## config.mk

```make
export PLATFORM = sky130hd
export DESIGN_NAME = imm_extend_pipe
export DESIGN_NICKNAME = d
export VERILOG_FILES = /design/src/rtl/imm_extend_pipe.sv
export SDC_FILE = /design/constraint.sdc
export NUM_CORES = 1
export LEC_CHECK = 0
export CORE_MARGIN = 2
export CORE_UTILIZATION = 30
export CTS_CLUSTER_SIZE = 25
export DETAILED_ROUTE_END_ITERATION = 6
export PLACE_DENSITY = 0.68
export SYNTH_ARGS = -nofsm -noshare
export SYNTH_HDL_FRONTEND = slang
export SYNTH_SLANG_ARGS = --single-unit
```

## constraint.sdc

```tcl
create_clock -name clk -period 2.5 [get_ports clk]
set_input_delay 0.375 -clock clk [delete_from_list [all_inputs] [get_ports clk]]
set_output_delay 0.375 -clock clk [all_outputs]
set_load 0.005 [all_outputs]
```

## src/rtl/imm_extend_pipe.sv

```systemverilog
// Decode-stage immediate generator with a STAGES-deep valid/ready register pipeline.
// Mode selects zero/sign/LUI/shamt/branch/jump forms; modes 6 and 7 flag out_err.
module imm_extend_pipe #(
  parameter int DATA_W = 32,
  parameter int STAGES = 1
) (
  input  logic              clk,
  input  logic              rst,
  input  logic              flush,
  input  logic              in_valid,
  output logic              in_ready,
  input  logic [2:0]        in_mode,
  input  logic [25:0]       in_field,
  input  logic [DATA_W-1:0] in_pc,
  input  logic [7:0]        in_tag,
  output logic              out_valid,
  input  logic              out_ready,
  output logic [DATA_W-1:0] out_data,
  output logic [7:0]        out_tag,
  output logic              out_err
);

  typedef enum logic [2:0] {
    MODE_ZERO   = 3'd0,
    MODE_SIGN   = 3'd1,
    MODE_LUI    = 3'd2,
    MODE_SHAMT  = 3'd3,
    MODE_BRANCH = 3'd4,
    MODE_JUMP   = 3'd5
  } mode_t;

  logic [15:0]       imm16;
  logic [31:0]       lui32;
  logic [DATA_W-1:0] gen_data;
  logic              gen_err;

  assign imm16 = in_field[15:0];
  assign lui32 = {imm16, 16'b0};

  always_comb begin
    gen_data = '0;
    gen_err  = 1'b0;
    case (in_mode)
      MODE_ZERO: gen_data[15:0] = imm16;
      MODE_SIGN: begin
        gen_data       = {DATA_W{imm16[15]}};
        gen_data[15:0] = imm16;
      end
      MODE_LUI: begin
        gen_data       = {DATA_W{lui32[31]}};
        gen_data[31:0] = lui32;
      end
      MODE_SHAMT: gen_data[4:0] = in_field[10:6];
      MODE_BRANCH: begin
        gen_data       = {DATA_W{imm16[15]}};
        gen_data[17:0] = {imm16, 2'b00};
      end
      MODE_JUMP: begin
        gen_data       = in_pc;
        gen_data[27:0] = {in_field, 2'b00};
      end
      default: gen_err = 1'b1;
    endcase
  end

  logic [STAGES-1:0] vld;
  logic [DATA_W-1:0] dat [STAGES];
  logic [7:0]        tag [STAGES];
  logic [STAGES-1:0] err;

  // ld[k]: entry k may load this edge (empty, or its contents move on).
  // ld[STAGES] is the consumer side, so the chain reaches back to out_ready.
  logic [STAGES:0]   ld;
  logic [STAGES-1:0] src_vld;
  logic [DATA_W-1:0] src_dat [STAGES];
  logic [7:0]        src_tag [STAGES];
  logic [STAGES-1:0] src_err;

  always_comb begin
    ld         = '0;
    ld[STAGES] = out_ready;
    for (int k = STAGES - 1; k >= 0; k--) begin
      ld[k] = !vld[k] | ld[k+1];
    end
  end

  always_comb begin
    src_vld    = '0;
    src_err    = '0;
    src_vld[0] = in_valid;
    src_dat[0] = gen_data;
    src_tag[0] = in_tag;
    src_err[0] = gen_err;
    for (int k = 1; k < STAGES; k++) begin
      src_vld[k] = vld[k-1];
      src_dat[k] = dat[k-1];
      src_tag[k] = tag[k-1];
      src_err[k] = err[k-1];
    end
  end

  always_ff @(posedge clk) begin
    if (rst) begin
      vld <= '0;
      err <= '0;
      for (int k = 0; k < STAGES; k++) begin
        dat[k] <= '0;
        tag[k] <= '0;
      end
    end else begin
      for (int k = 0; k < STAGES; k++) begin
        if (ld[k]) begin
          vld[k] <= src_vld[k] & !flush;
          if (src_vld[k]) begin
            dat[k] <= src_dat[k];
            tag[k] <= src_tag[k];
            err[k] <= src_err[k];
          end
        end else if (flush) begin
          vld[k] <= 1'b0;
        end
      end
    end
  end

  assign in_ready  = ld[0];
  assign out_valid = vld[STAGES-1];
  assign out_data  = dat[STAGES-1];
  assign out_tag   = tag[STAGES-1];
  assign out_err   = err[STAGES-1];

endmodule

```

# [Yosys cells after proc, flatten, opt, wreduce, memory -nomap -nowiden]
# Memories as Yosys holds them, arrays and structs flattened.
# Cells that the tools add are included.
[classes] add_sub_neg=0 mul=0 n_div=0 magnitude_cmp=0 eq_ne=5 n_shift=0 mux=16 bitwise_logic=2 n_reduce_logical=10
[op_table] operator="16-bit case mux with 4 select lines" count=1
[op_table] operator="32-bit two-way mux" count=1
[op_table] operator="32-bit OR reduction" count=1
[op_table] operator="11-bit case mux with 2 select lines" count=1
[op_table] operator="5-bit case mux with 3 select lines" count=1
[op_table] operator="1-bit two-way mux" count=11
[op_table] operator="8-bit two-way mux" count=1
[op_table] operator="8-bit OR reduction" count=1
[op_table] operator="3-bit by 2-bit == test with 1-bit output (second input constant)" count=2
[op_table] operator="3-bit == test (second input constant)" count=2
[op_table] operator="6-bit OR reduction" count=1
[op_table] operator="2-bit OR reduction" count=2
[op_table] operator="3-bit by 1-bit == test with 1-bit output (second input constant)" count=1
[op_table] operator="3-bit logical NOT" count=1
[op_table] operator="1-bit logical NOT" count=2
[op_table] operator="2-bit AND reduction" count=1
[op_table] operator="2-bit nonzero test" count=1
[op_table] operator="1-bit bitwise AND" count=1
[op_table] operator="1-bit bitwise OR" count=1
[totals] regBits=2 latchBits=0 mem_bits_rw=40 rom_bits=0 input_bits=74 mem_count=2
[memory_table] memory="dat" words=1 width=32 read_ports=1 rd_clocked_by_memory_dff=0 write_ports=1 line_no="67" text="logic [DATA_W-1:0] dat [STAGES];"
[memory_table] memory="tag" words=1 width=8 read_ports=1 rd_clocked_by_memory_dff=0 write_ports=1 line_no="68" text="logic [7:0] tag [STAGES];"

# [Longest topological paths before layout]
# Gate-level depths: netlist of run 1.
[logic_depth] ltp_word=7 ltp_mapped=5

# [Least setup slack after synthesis of run 1]
# No wires, ideal clock.
[synth_path] path_kind="input to register" start="input out_ready" end="memory dat[0][0] (enable)" setup_time_ps=396 arrival_ps=1782 slack_ps=322 stages=4 n_path_buf=2 path_cell_list="nand2b_1 > clkbuf_1 > buf_2 > a21o_1"
[synth_via] elab_chain_len=6
[synth_lines] element="start: declaration" line_no="17" text="input logic out_ready,"
[synth_lines] element="1-bit bitwise OR (*)" line_no="83" text="ld[k] = !vld[k] | ld[k+1];"
[synth_lines] element="via in_ready" line_no="11" text="output logic in_ready,"
[synth_lines] element="1-bit two-way mux (*)" line_no="112" text="if (ld[k]) begin"
[synth_lines] element="1-bit two-way mux (*)" line_no="103" text="if (rst) begin"
[synth_lines] element="1-bit two-way mux (not written as such) (*)" line_no="115" text="dat[k] <= src_dat[k];"
[synth_lines] element="32-bit OR reduction (no line)"
[synth_lines] element="1-bit two-way mux (no line) (*)"
[synth_lines] element="end: declaration" line_no="67"
# The timed path passes the listed nets; every way through them passes the cells marked *.

# [Final worst setup path of run 1]
[layout_path] start="input out_ready" end="output in_ready"
[layout_via] elab_chain_len=1
[layout_lines] element="1-bit bitwise OR" line_no="83"
[layout_lines] element="end: declaration" line_no="11"
# Every way passes these cells.

==> out/results.txt, run 1 <==
Status: completed
WL per Instance: 14.80 um
Critical-path cell list: clkdlybuf4s50_1, nand2b_1, clkdlybuf4s50_1
Clock-pin slew on the worst setup and hold paths: 0.07 ns
Layout area overhead: 51.44%
Mapped Area: 2123 um^2
CTS sink cnt: 42
Hold Path Class: flip-flop to flip-flop
Gpl congestion: 0.7919
Top Metal Used: met4
DRT Wirelength: 5.460 mm
Initial Util: 31.08%
# hold bufs at CTS: 0
Number of DRC markers in iteration 0: 93
Gate power share: 18.3%
YS warnings: 0
Vias in the first global route: 1690
Clk network pwr share: 31.6%
Reg area: 1241 um^2
Final global-route overflow total: 0
Worst Path Arrival: 1.48 ns
Clock Skew: 0.009897 ns
Post-CTS setup buffer count: 0
Top cell type's share of synthesized area: 56.57%
CTS max path bufs: 2
Critical-path maximum fanout: 3
Met2 WL post-DR: 2.702 mm
Die Ht: 88.13 um
Delay-heaviest family, CP: buffers and inverters
Post-CTS sizing: 0
DIE WIDTH: 88.13 um
Yosys cell types: 38
Design Area, Final: 3216 um^2
Cells after synthesis: 184
CTS tree: done
P_leak: 1.175 nW
Placed cell area: 3109 um^2
Setup Viol. Count Final: 0
Post-route clock period utilization: 74.34%
Vias: 1789
Worst-Skew Late Latency: 0.29 ns
Most common cell on crit path: clkdlybuf4s50_1
Root buf cell: clkbuf_8
Max-cap viol count: 0
Switching share of power: 21.58%
Synth Area in XOR/XNOR: 0%
Register area share after synthesis: 58.46%
Commonest cells after routing, fill and taps aside: clkdlybuf4s50_1 (88), edfxtp_1 (40), nand2_1 (17)
Peak supply drop: 0.2911 mV
I/O pins: 117
Max Slew Vio Count: 0
Multi-input gate area in the final layout: 794.5 um^2
Max_slew headroom: 66.86%
GRT Util Overall: 14.29%
# port buffers: 88
Full die area: 7767 um^2
Share of cells above drive strength 1: 8.059%
Fillers: 661
Tmin final: 1.859 ns
Top post-synthesis cells by area: edfxtp_1 (57%), mux2i_1 (5.2%), a31oi_1 (4.1%), and2_1 (3.8%), nand2_1 (3.0%)
Slowest-stage cell, CP: clkdlybuf4s50_1
Syn nets: 258
Register bit count reported by yosys: 42
Routed vias/inst: 4.848
ANT cells: 0
Buf+Inv Stages, Crit Path: 2
Actual slew at the worst max-slew pin: 0.4949 ns
DRT Pass-1 Iters: 4
Core area: 6832 um^2
RSZ-0062 raised after global routing: false
M1 wire length: 2.364 mm
Remaining DRCs: 0
R2R Setup Slk: 1.11 ns
Post-Synth Adder-Cell Area: 0%
Sum of negative setup slack: 0 ns
Nets@finish: 346
Critical Path Sink Type: primary output
Post-synthesis average cell area: 11.54 um^2
Fmax: 0.5380 GHz
Max H-tree Level: 2
Pint: 1.297 mW
Critical path class: input port to primary output
DP Wirelength: 4.092 mm
CP required: 2.12 ns
Post-synthesis compound-gate area fraction: 13.73%
Initial antenna violation count: 0
Mux contribution to synthesized area: 5.893%
Rows: 30
Most common cell after layout, fill and taps aside: clkdlybuf4s50_1
Crit start category: input port
Fin. Hold Viols: 0
WL met3: 340 um
Num CTS Buffers: 5
Number of routed nets with antenna violations: 0
Pwr dens: 514.3 nW/um^2
Simple-gate share of the synthesized area: 17.80%
Synth area leader: edfxtp_1
Sequential share of power: 50.2%
Net Sw Power: 0.3568 mW
CP peak stage delay: 0.51 ns
Global-route wire length before repair: 8.438 mm
Largest family of logic cells by synthesized area: simple AND/OR/NAND/NOR gates
Largest net degree at the start of global routing: 41
state kept, by name, summed over array words and instances (netlist names):
name and cells:
tag 8, out_valid 1, out_err 1, dat 32
synth_stat cells, drive strengths merged:
cell type and n:
o211ai 2, nor2b 2, nand2 17, nor3b 1
mux2 1, and2 14, a21bo 1, nand3 4
dfxtp 2, edfxtp 40, mux2i 11, o21ai 14
buf 12, inv 2, nand3b 2, a32oi 3
clkbuf 2, nor2 13, nand2b 2, and3 9
a211oi 2, a221oi 1, nand4 1, a21o 1
a21oi 6, nor3 1, a31oi 14, o21ba 1
and2b 3
metrics by stage:
step	util [%]	hold slack [ns]	setup WS (ns)	power (mW)	instances
floorplan	-	0.4441	0.3221	0.9512	184
finish	47.07	0.5477	0.6414	1.654	369
CTS	47.07	0.5418	0.6375	1.657	369
global route	47.07	0.6010	0.5640	1.720	369
detailed placement	45.51	0.5278	0.3968	1.149	361
global placement	45.51	0.5204	0.4451	1.145	361
area by class of cell:
class | count | share of cell area (%)
Inverter | 2 | 0.2335
Timing Repair Buffer | 95 | 29.42
Sequential cell | 42 | 38.60
Clock buffer | 7 | 2.374
Tap cell | 96 | 3.735
Clock inverter | 1 | 0.9339
Multi-Input combinational cell | 126 | 24.71
worst min-delay path, delay by kind of cell, from the launching register on:
kind / cells / cell delay (ns)
flops: 1 / 0.31
simple gates: 1 / 0.11
compound gates: 1 / 0.08
path summary, 6_finish.rpt:
| kind | from | end | cells past startpoint |
|---|---|---|---|
| max | out_ready | in_ready | 3 |
| min reg2reg | out_valid$_SDFFE_PP0P_ | out_valid$_SDFFE_PP0P_ | 2 |
| max reg2reg | out_valid$_SDFFE_PP0P_ | dat[0][20]$_SDFFCE_PN0P_ | 4 |
| min | out_valid$_SDFFE_PP0P_ | out_valid$_SDFFE_PP0P_ | 2 |
metal layers:
layer	vias up	GRT usage, %
met5	-	0
met4	0	3.719
met3	7	3.110
met2	79	24.04
met1	841	18.80
li1	862	-
kinds of logic (layout without fill, tap and decap cells):
family,count (synthesis),in the layout
buf+inv,16,105
simple gates,69,69
compound gates,45,45
flops,42,42
mux,12,12
power groups by stage:
| stage | Combinational (mW) | Sequential, mW | Clock, mW |
|---|---|---|---|
| floorplan | 0.0993 | 0.852 | 0 |
| global placement | 0.299 | 0.846 | 0 |
| detailed placement | 0.303 | 0.846 | 0 |
| CTS | 0.304 | 0.830 | 0.523 |
| global route | 0.328 | 0.834 | 0.559 |
| finish | 0.302 | 0.829 | 0.522 |
Power figures use the tool's default switching activity.
==> run 2: changes to the inputs <==
Settings changed: PLACE_DENSITY 0.68 to 0.7.
Clock period 2.5 ns to 1.7 ns, I/O delays scaled along.
==> run 2 against run 1 <==
Total power up 39%; sequential power rose by 47%; non-clock buffer count grew 14; count of clock-buffer cells in the layout decreased by 1; final cell count rose by 3.8%; die area stayed put.
==> out/results.txt, run 2 (synthesized netlist as in run 1, its figures left out) <==
Status: completed
Tmin final: 1.617 ns
Final hold slack: 0.5163 ns
DRT Pass-1 Iters: 4
Die Ht: 88.13 um
ANT cells: 0
WL per Instance: 14.23 um
Hold Path Class: input port to flip-flop
Place WS: -0.1237 ns
Peak supply drop: 0.2418 mV
Gpl congestion: 0.8631
DP Wirelength: 4.292 mm
Core area: 6832 um^2
Critical path class: input port to primary output
Commonest cells after routing, fill and taps aside: clkdlybuf4s50_1 (88), edfxtp_1 (40), nand2_1 (17), buf_4 (17), a31oi_1 (14)
Post-route clock period utilization: 95.13%
DIE WIDTH: 88.13 um
CTS tree: done
Num CTS Buffers: 5
Vias in the first global route: 1768
Number of DRC markers in iteration 0: 106
Largest net degree at the start of global routing: 41
CTS max path bufs: 2
CP required: 1.44 ns
Fin. Hold Viols: 0
Final global-route overflow total: 0
P_leak: 1.250 nW
Critical Path Sink Type: primary output
DRT Wirelength: 5.450 mm
Root buf cell: clkbuf_8
Layout area overhead: 57.45%
Worst-Skew Late Latency: 0.29 ns
Full die area: 7767 um^2
CTS sink cnt: 42
Global-route wire length before repair: 8.507 mm
RSZ-0062 raised after global routing: false
Clock-pin slew on the worst setup and hold paths: 0.07 ns
Setup Viol. Count Final: 0
Fmax: 0.6184 GHz
Number of routed nets with antenna violations: 0
Pwr dens: 687.8 nW/um^2
Max Slew Vio Count: 0
Crit start category: input port
I/O pins: 117
Routed vias/inst: 4.684
Setup slack after layout: 0.08287 ns
GRT Util Overall: 14.46%
Remaining DRCs: 0
Rows: 30
Critical-path maximum fanout: 4
# port buffers: 88
Share of cells above drive strength 1: 13.24%
Vias: 1794
Post-CTS setup buffer count: 0
Initial Util: 31.08%
Most flops, register: dat
Clock Skew: 0.003084 ns
Most common cell after layout, fill and taps aside: clkdlybuf4s50_1
Max_slew headroom: 67.12%
Worst Path Arrival: 1.36 ns
Max-cap viol count: 0
Max H-tree Level: 2
Top Registers: dat (32), tag (8)
Nets@finish: 360
Max FFs per register: 32
Initial antenna violation count: 0
Actual slew at the worst max-slew pin: 0.4910 ns
run 2: area by class of cell:
type | instances | area [um^2]
Tap cell | 96 | 120.1
Multi-Input combinational cell | 126 | 804.5
Inverter | 2 | 7.507
Sequential cell | 42 | 1241
Timing Repair Buffer | 109 | 1089
Clock inverter | 2 | 8.758
Fill cell | 659 | 3488
Clock buffer | 6 | 72.57
run 2: worst max-delay path: stages:
cell and delay [ns]:
clkdlybuf4s50_1 0.45, nand2b_2 0.15, clkdlybuf4s50_1 0.51
run 2: path summary, 6_finish.rpt:
path / from / endpoint / slack, ns / depth (start not counted)
min: flush / out_valid$_SDFFE_PP0P_ / 0.52 / 2
max reg2reg: out_valid$_SDFFE_PP0P_ / dat[0][13]$_SDFFCE_PN0P_ / 0.46 / 2
min reg2reg: out_err$_SDFFE_PP0P_ / out_err$_SDFFE_PP0P_ / 0.58 / 2
max: out_ready / in_ready / 0.08 / 3
run 2: per-layer routing:
metal | global-route usage, % | vias to the layer above | share of wire (%)
li1 | - | 885 | -
met1 | 17.11 | 836 | 41
met2 | 25.62 | 66 | 50
met5 | 0 | - | 0
met4 | 4.959 | 0 | 1.4
met3 | 3.582 | 7 | 7.4
run 2: repair_timing:
action,4_1_cts,5_1_grt
setup endpoints to repair,0,1
hold buffers,0,0
resized for setup,0,1
run 2: per-stage QoR:
| step | utilization (%) | cell area [um^2] | TNS, ns | power (mW) | instances |
|---|---|---|---|---|---|
| 2_1_floorplan | - | 2131 | 0 | 1.399 | 184 |
| 3_3_place_gp | 47.71 | 3259 | -2.514 | 1.716 | 375 |
| 3_5_place_dp | 47.71 | 3259 | -3.693 | 1.723 | 375 |
| 4_1_cts | 48.90 | 3341 | 0 | 2.319 | 383 |
| 5_1_grt | 48.94 | 3343 | 0 | 2.405 | 383 |
| 6_report | 48.94 | 3343 | 0 | 2.300 | 383 |
run 2: where the power goes:
| group | switching [mW] | leakage, nW | internal, mW |
|---|---|---|---|
| Clock | 0.321 | 0.0426 | 0.282 |
| Sequential | 0.0168 | 0.457 | 1.20 |
| Combinational | 0.185 | 0.750 | 0.292 |
| Total | 0.523 | 1.25 | 1.78 |
==> run 3: changes to the inputs <==
Settings changed: TNS_END_PERCENT from default to 10.
==> results of run 3 <==
The final DEF is identical to that of run 2; final timing and power are the same.
==> patch 1: new RTL, settings of run 2 <==
`STAGES`: 1 -> 2.
--- a/src/rtl/imm_extend_pipe.sv
+++ b/src/rtl/imm_extend_pipe.sv
@@ -2,7 +2,7 @@
 // Mode selects zero/sign/LUI/shamt/branch/jump forms; modes 6 and 7 flag out_err.
 module imm_extend_pipe #(
   parameter int DATA_W = 32,
-  parameter int STAGES = 1
+  parameter int STAGES = 2
 ) (
   input  logic              clk,
   input  logic              rst,
Behaviour: not the same (Yosys sat finds a counterexample within 4 cycles, from zero or initial values and one cycle with rst high).
==> patch 1 against run 2 <==
  * Setup slack worse by 0.013 ns
  * Sequential share of layout area rose by 8.6 points
  * Non-clock buffer count grew 11
  * Clock skew grew 0.0026 ns
  * Combinational power is 23% higher
  * Wire length increased by 59%
  * Area after synthesis grew 90%
  * First-iteration DRC count grew 53%
  * Global-route usage down 1.8 points
  * Cell area is 63% higher
  * Sequential cell count is 42 higher
  * Power increased by 130%
  * Worst hold slack worse by 0.047 ns
  * Sequential power increased by 100%
  * Critical endpoint is now dat[0][18]$_SDFFCE_PN0P_
  * Largest cell class unchanged
  * Highest routed layer unchanged
==> patch 1: results (changes against run 2) <==
worst_skew_pair.late_latency_ns: 0.33  # was 0.29 ns
place_area_sq_mm: 0.00508  # was 0.00326 sq mm
cts.reportedPaths.clkPinSlew_ns: 0.06
layout_top_registers: "dat x64, tag x16"  # was dat x32, tag x8
run_status: "complete, no violations"  # unchanged
top_post_synthesis_cells_by_count: "edfxtp_1, and3_1, buf_4, o21ai_0"  # was edfxtp_1, nand2_1, a31oi_1, and2_1, nor2_1
synth_fp_nets: 395  # was 258
route.detailed.vias_per_inst: 4.55  # was 4.68
postSynthCellCount: 321  # was 184
p_int_mw: 4.19  # was 1.78 mW
arrival_ns: 1.75  # was 1.36 ns
r2r_cell_count: 6  # was 2
async_reset_ff_frac: 0  # unchanged
via_count_of_the_first_global_routing_pass: 2602  # was 1768
postSynth.topFlopCell: "edfxtp_1"  # unchanged
worst_clock_skew_ns: 0.00572  # was 0.00308 ns
drt_first_pass_iters: 4  # unchanged
synth-edff-count: 80  # was 40
grt_antenna_before_repair: 0  # unchanged
number_of_different_library_cells_in_the_post_synthesis_netlist: 41  # was 38
routed_wirelength_mm: 8.64  # was 5.45 mm
drive_above_1_share: 0.154  # was 0.132
worstPathMaxFanout: 14  # was 4
layout.nets: 471  # was 360
detailedPlacementHpwl_mm: 6.50  # was 4.29 mm
post-place-cells: 561  # was 375
sequential_element_share_of_the_synthesized_area: 0.616  # was 0.585
syn_warnings: 0  # unchanged
clock_tree.buffer_depth: 2  # unchanged
placement.io_buffers: 88  # unchanged
drt-initial-drc-count: 162  # was 106
number_of_cells_traversed_by_the_worst_hold_path: 2  # unchanged
worst_setup_slack_before_clock_tree_synthesis_ns: -0.215  # was -0.124 ns
power.ir.vdd_worst_uv: 443  # was 242 uV
grt_util_overall: 0.127  # was 0.145
p_leak_nw: 2.16  # was 1.25 nW
grt_first_pass_wirelength_mm: 13.8  # was 8.51 mm
route.detailed.wl_per_inst_um: 15.0  # was 14.2 um
numCtsBuffers: 9  # was 5
grt_start_max_net_pins: 49  # was 41
max-slew-margin-rel: 0.751  # was 0.671
synth_top_cells_by_area: "edfxtp_1, and3_1, buf_4, mux2i_1, a31oi_1"  # was edfxtp_1, mux2i_1, a31oi_1, and2_1, nand2_1
antenna-diode-count: 0  # unchanged
timing.hold.worst.class: "reg -> reg"  # was in -> reg
cts_h_tree_lvls: 3  # was 2
cts_root_buffer: "clkbuf_16"  # was clkbuf_8
final_wtd_congestion: 0.845  # was 0.863
==> patch 1: cell count changes after synthesis, moves of 10 or more <==
| cell | run 2 | this run |
|---|---|---|
| nor2_1 | 13 | 3 |
| buf_4 | 2 | 34 |
| nor3_1 | 1 | 13 |
| and3_1 | 9 | 50 |
| edfxtp_1 | 40 | 80 |
==> patch 1: path summary, 6_finish.rpt <==
| check | from | to | slack [ns] |
|---|---|---|---|
| worst max-delay path | out_ready | dat[0][18]$_SDFFCE_PN0P_ | 0.07 |
| worst min-delay path | err[0]$_SDFFE_PP0P_ | err[1]$_SDFFE_PP0P_ | 0.47 |
| worst min register to register | err[0]$_SDFFE_PP0P_ | err[1]$_SDFFE_PP0P_ | 0.47 |
| worst max register to register | vld[0]$_SDFFE_PP0P_ | dat[0][18]$_SDFFCE_PN0P_ | 0.12 |
==> patch 1: worst max-delay path, cell delays in order <==
cell and delay (ns):
clkdlybuf4s50_1 0.47, and3b_2 0.23, inv_4 0.05, buf_4 0.15, o211ai_2 0.14, buf_12 0.17, a31oi_1 0.28
==> patch 1: timing repair <==
action,in CTS,in global routing
setup endpoints to repair,1,0
gates resized for setup,1,0
setup buffers,1,0
==> patch 1: power groups by stage <==
stage | clock (mW) | sequential [mW] | combinational [mW]
after floorplan | 0 | 2.47 | 0.290
after CTS | 2.29 | 2.44 | 0.593
after global placement | 0 | 2.48 | 0.585
after detailed placement | 0 | 2.48 | 0.592
final | 2.24 | 2.44 | 0.588
after global routing | 2.38 | 2.45 | 0.636
==> patch 1: logic make-up after synthesis <==
family / synth area share
flops: 0.616
buf+inv: 0.101
compound gates: 0.0853
mux: 0.0273
simple gates: 0.171
==> patch 1: routing by layer <==
layer	wire length [um]	track usage	vias up
met5	0	0	-
met4	97	0.0463	0
met3	536	0.0356	6
met2	3910	0.193	97
met1	4100	0.172	1213
li1	-	-	1312
==> patch 1: per-stage QoR <==
stage                     total power [mW]  setup TNS (ns)   util
after CTS                             5.32               0  0.412
final                                 5.26               0  0.412
after global routing                  5.46               0  0.412
after detailed placement              3.08           -7.47  0.385
after global placement                3.06           -5.10  0.385
after floorplan                       2.76               0      -
==> patch 1: layout make-up <==
| type | instances | area [sq um] |
|---|---|---|
| inverter | 6 | 25.0 |
| tap | 176 | 220 |
| fill | 1227 | 7760 |
| clock inverter | 7 | 123 |
| sequential | 84 | 2480 |
| timing repair buffer | 120 | 1210 |
| multi-input combinational | 176 | 1150 |
| clock buffer | 9 | 225 |
==> patch 2: new RTL, flow settings as in run 2 <==
Without the edit above. Add an input register stage for `in_mode`, with the module's reset; this delays it by one clock. The other inputs are not delayed to match.
--- a/src/rtl/imm_extend_pipe.sv
+++ b/src/rtl/imm_extend_pipe.sv
@@ -29,6 +29,16 @@
     MODE_JUMP   = 3'd5
   } mode_t;
 
+  logic [2:0] in_mode_q;
+
+  always_ff @(posedge clk) begin
+    if (rst) begin
+      in_mode_q <= '0;
+    end else begin
+      in_mode_q <= in_mode;
+    end
+  end
+
   logic [15:0]       imm16;
   logic [31:0]       lui32;
   logic [DATA_W-1:0] gen_data;
@@ -40,7 +50,7 @@
   always_comb begin
     gen_data = '0;
     gen_err  = 1'b0;
-    case (in_mode)
+    case (in_mode_q)
       MODE_ZERO: gen_data[15:0] = imm16;
       MODE_SIGN: begin
         gen_data       = {DATA_W{imm16[15]}};
Behaviour: not the same (Yosys sat finds a counterexample within 4 cycles, from zero or initial values and one cycle with rst high).
==> patch 2 against run 2 <==
  * Utilization down 1.4 points
  * Sequential cell count increased by 3
  * Cell area rose by 2.0%
  * Wire length up 7.3%
  * Sequential share of layout area is 1.0 points higher
  * Setup slack improved by 0.046 ns
  * Area after synthesis increased by 3.6%
  * Power is 13% higher
  * Count of clock-buffer cells in the layout fell by 1
==> patch 2: results (changes against run 2) <==
run_status: "complete, no violations"  # unchanged
postSynthCellCount: 190  # was 184
yosys-mux-area-fraction: 0.0569  # was 0.0589
multi_input_area_share: 0.240  # was 0.241
worst_clock_skew_ns: 0.00739  # was 0.00308 ns
fraction_of_standard_cell_area_that_is_sequential: 0.382  # was 0.371
tightest_slew_ns: 0.620  # was 0.491 ns
final-nonclk-buf-share: 0.308  # was 0.326
drive_above_1_share: 0.114  # was 0.132
drt-initial-drc-count: 174  # was 106
routed_wirelength_mm: 5.85  # was 5.45 mm
number_of_different_library_cells_in_the_post_synthesis_netlist: 36  # was 38
top_post_synthesis_cells_by_count: "edfxtp_1, nand2_1, a31oi_1, and2_1"  # was edfxtp_1, nand2_1, a31oi_1, and2_1, nor2_1
synth_top_cells_by_area: "edfxtp_1, mux2i_1, dfxtp_1, a31oi_1, and2_1"  # was edfxtp_1, mux2i_1, a31oi_1, and2_1, nand2_1
syn_to_final_growth_pct: 55.1  # was 57.5%
synth_fp_nets: 264  # was 258
detailedPlacementHpwl_mm: 4.41  # was 4.29 mm
place_area_sq_mm: 0.00330  # was 0.00326 sq mm
post-place-cells: 380  # was 375
route.detailed.wl_per_inst_um: 15.1  # was 14.2 um
num-fill-cells: 648  # was 659
worst_skew_pair.late_latency_ns: 0.31  # was 0.29 ns
via_count_of_the_first_global_routing_pass: 1814  # was 1768
grt_util_overall: 0.150  # was 0.145
power.ir.vdd_worst_uv: 313  # was 242 uV
layout_top_registers: "dat x32, tag x8, in_mode_q x3"  # was dat x32, tag x8
nNonClkBuffers: 105  # was 109
worst_setup_slack_before_clock_tree_synthesis_ns: -0.0562  # was -0.124 ns
layout.nets: 362  # was 360
patch 2: path summary, 6_finish.rpt:
path	from	end	slack (ns)	depth (start not counted)
hold / removal	flush	out_valid$_SDFFE_PP0P_	0.50	2
hold reg to reg	in_mode_q[1]$_SDFF_PP0_	out_err$_SDFFE_PP0P_	0.55	2
setup / recovery	out_ready	in_ready	0.13	3
setup reg to reg	in_mode_q[2]$_SDFF_PP0_	dat[0][27]$_SDFFCE_PN0P_	0.17	3
patch 2: repair_timing:
item,CTS,global route
gates resized for setup,0,1
hold endpoints to repair,0,0
setup endpoints to repair,0,1
patch 2: metal layers:
layer,up-vias,GRT usage,share of wire
li1,896,-,-
met1,894,0.196,0.42
met2,67,0.244,0.48
met3,13,0.0393,0.073
met4,0,0.0488,0.019
met5,-,0,0
patch 2: report_power, final:
part | total [mW] | internal [mW] | switching, mW
registers | 1.30 | 1.28 | 0.0258
clock network | 0.815 | 0.433 | 0.381
logic | 0.482 | 0.295 | 0.187
total | 2.60 | 2.01 | 0.594
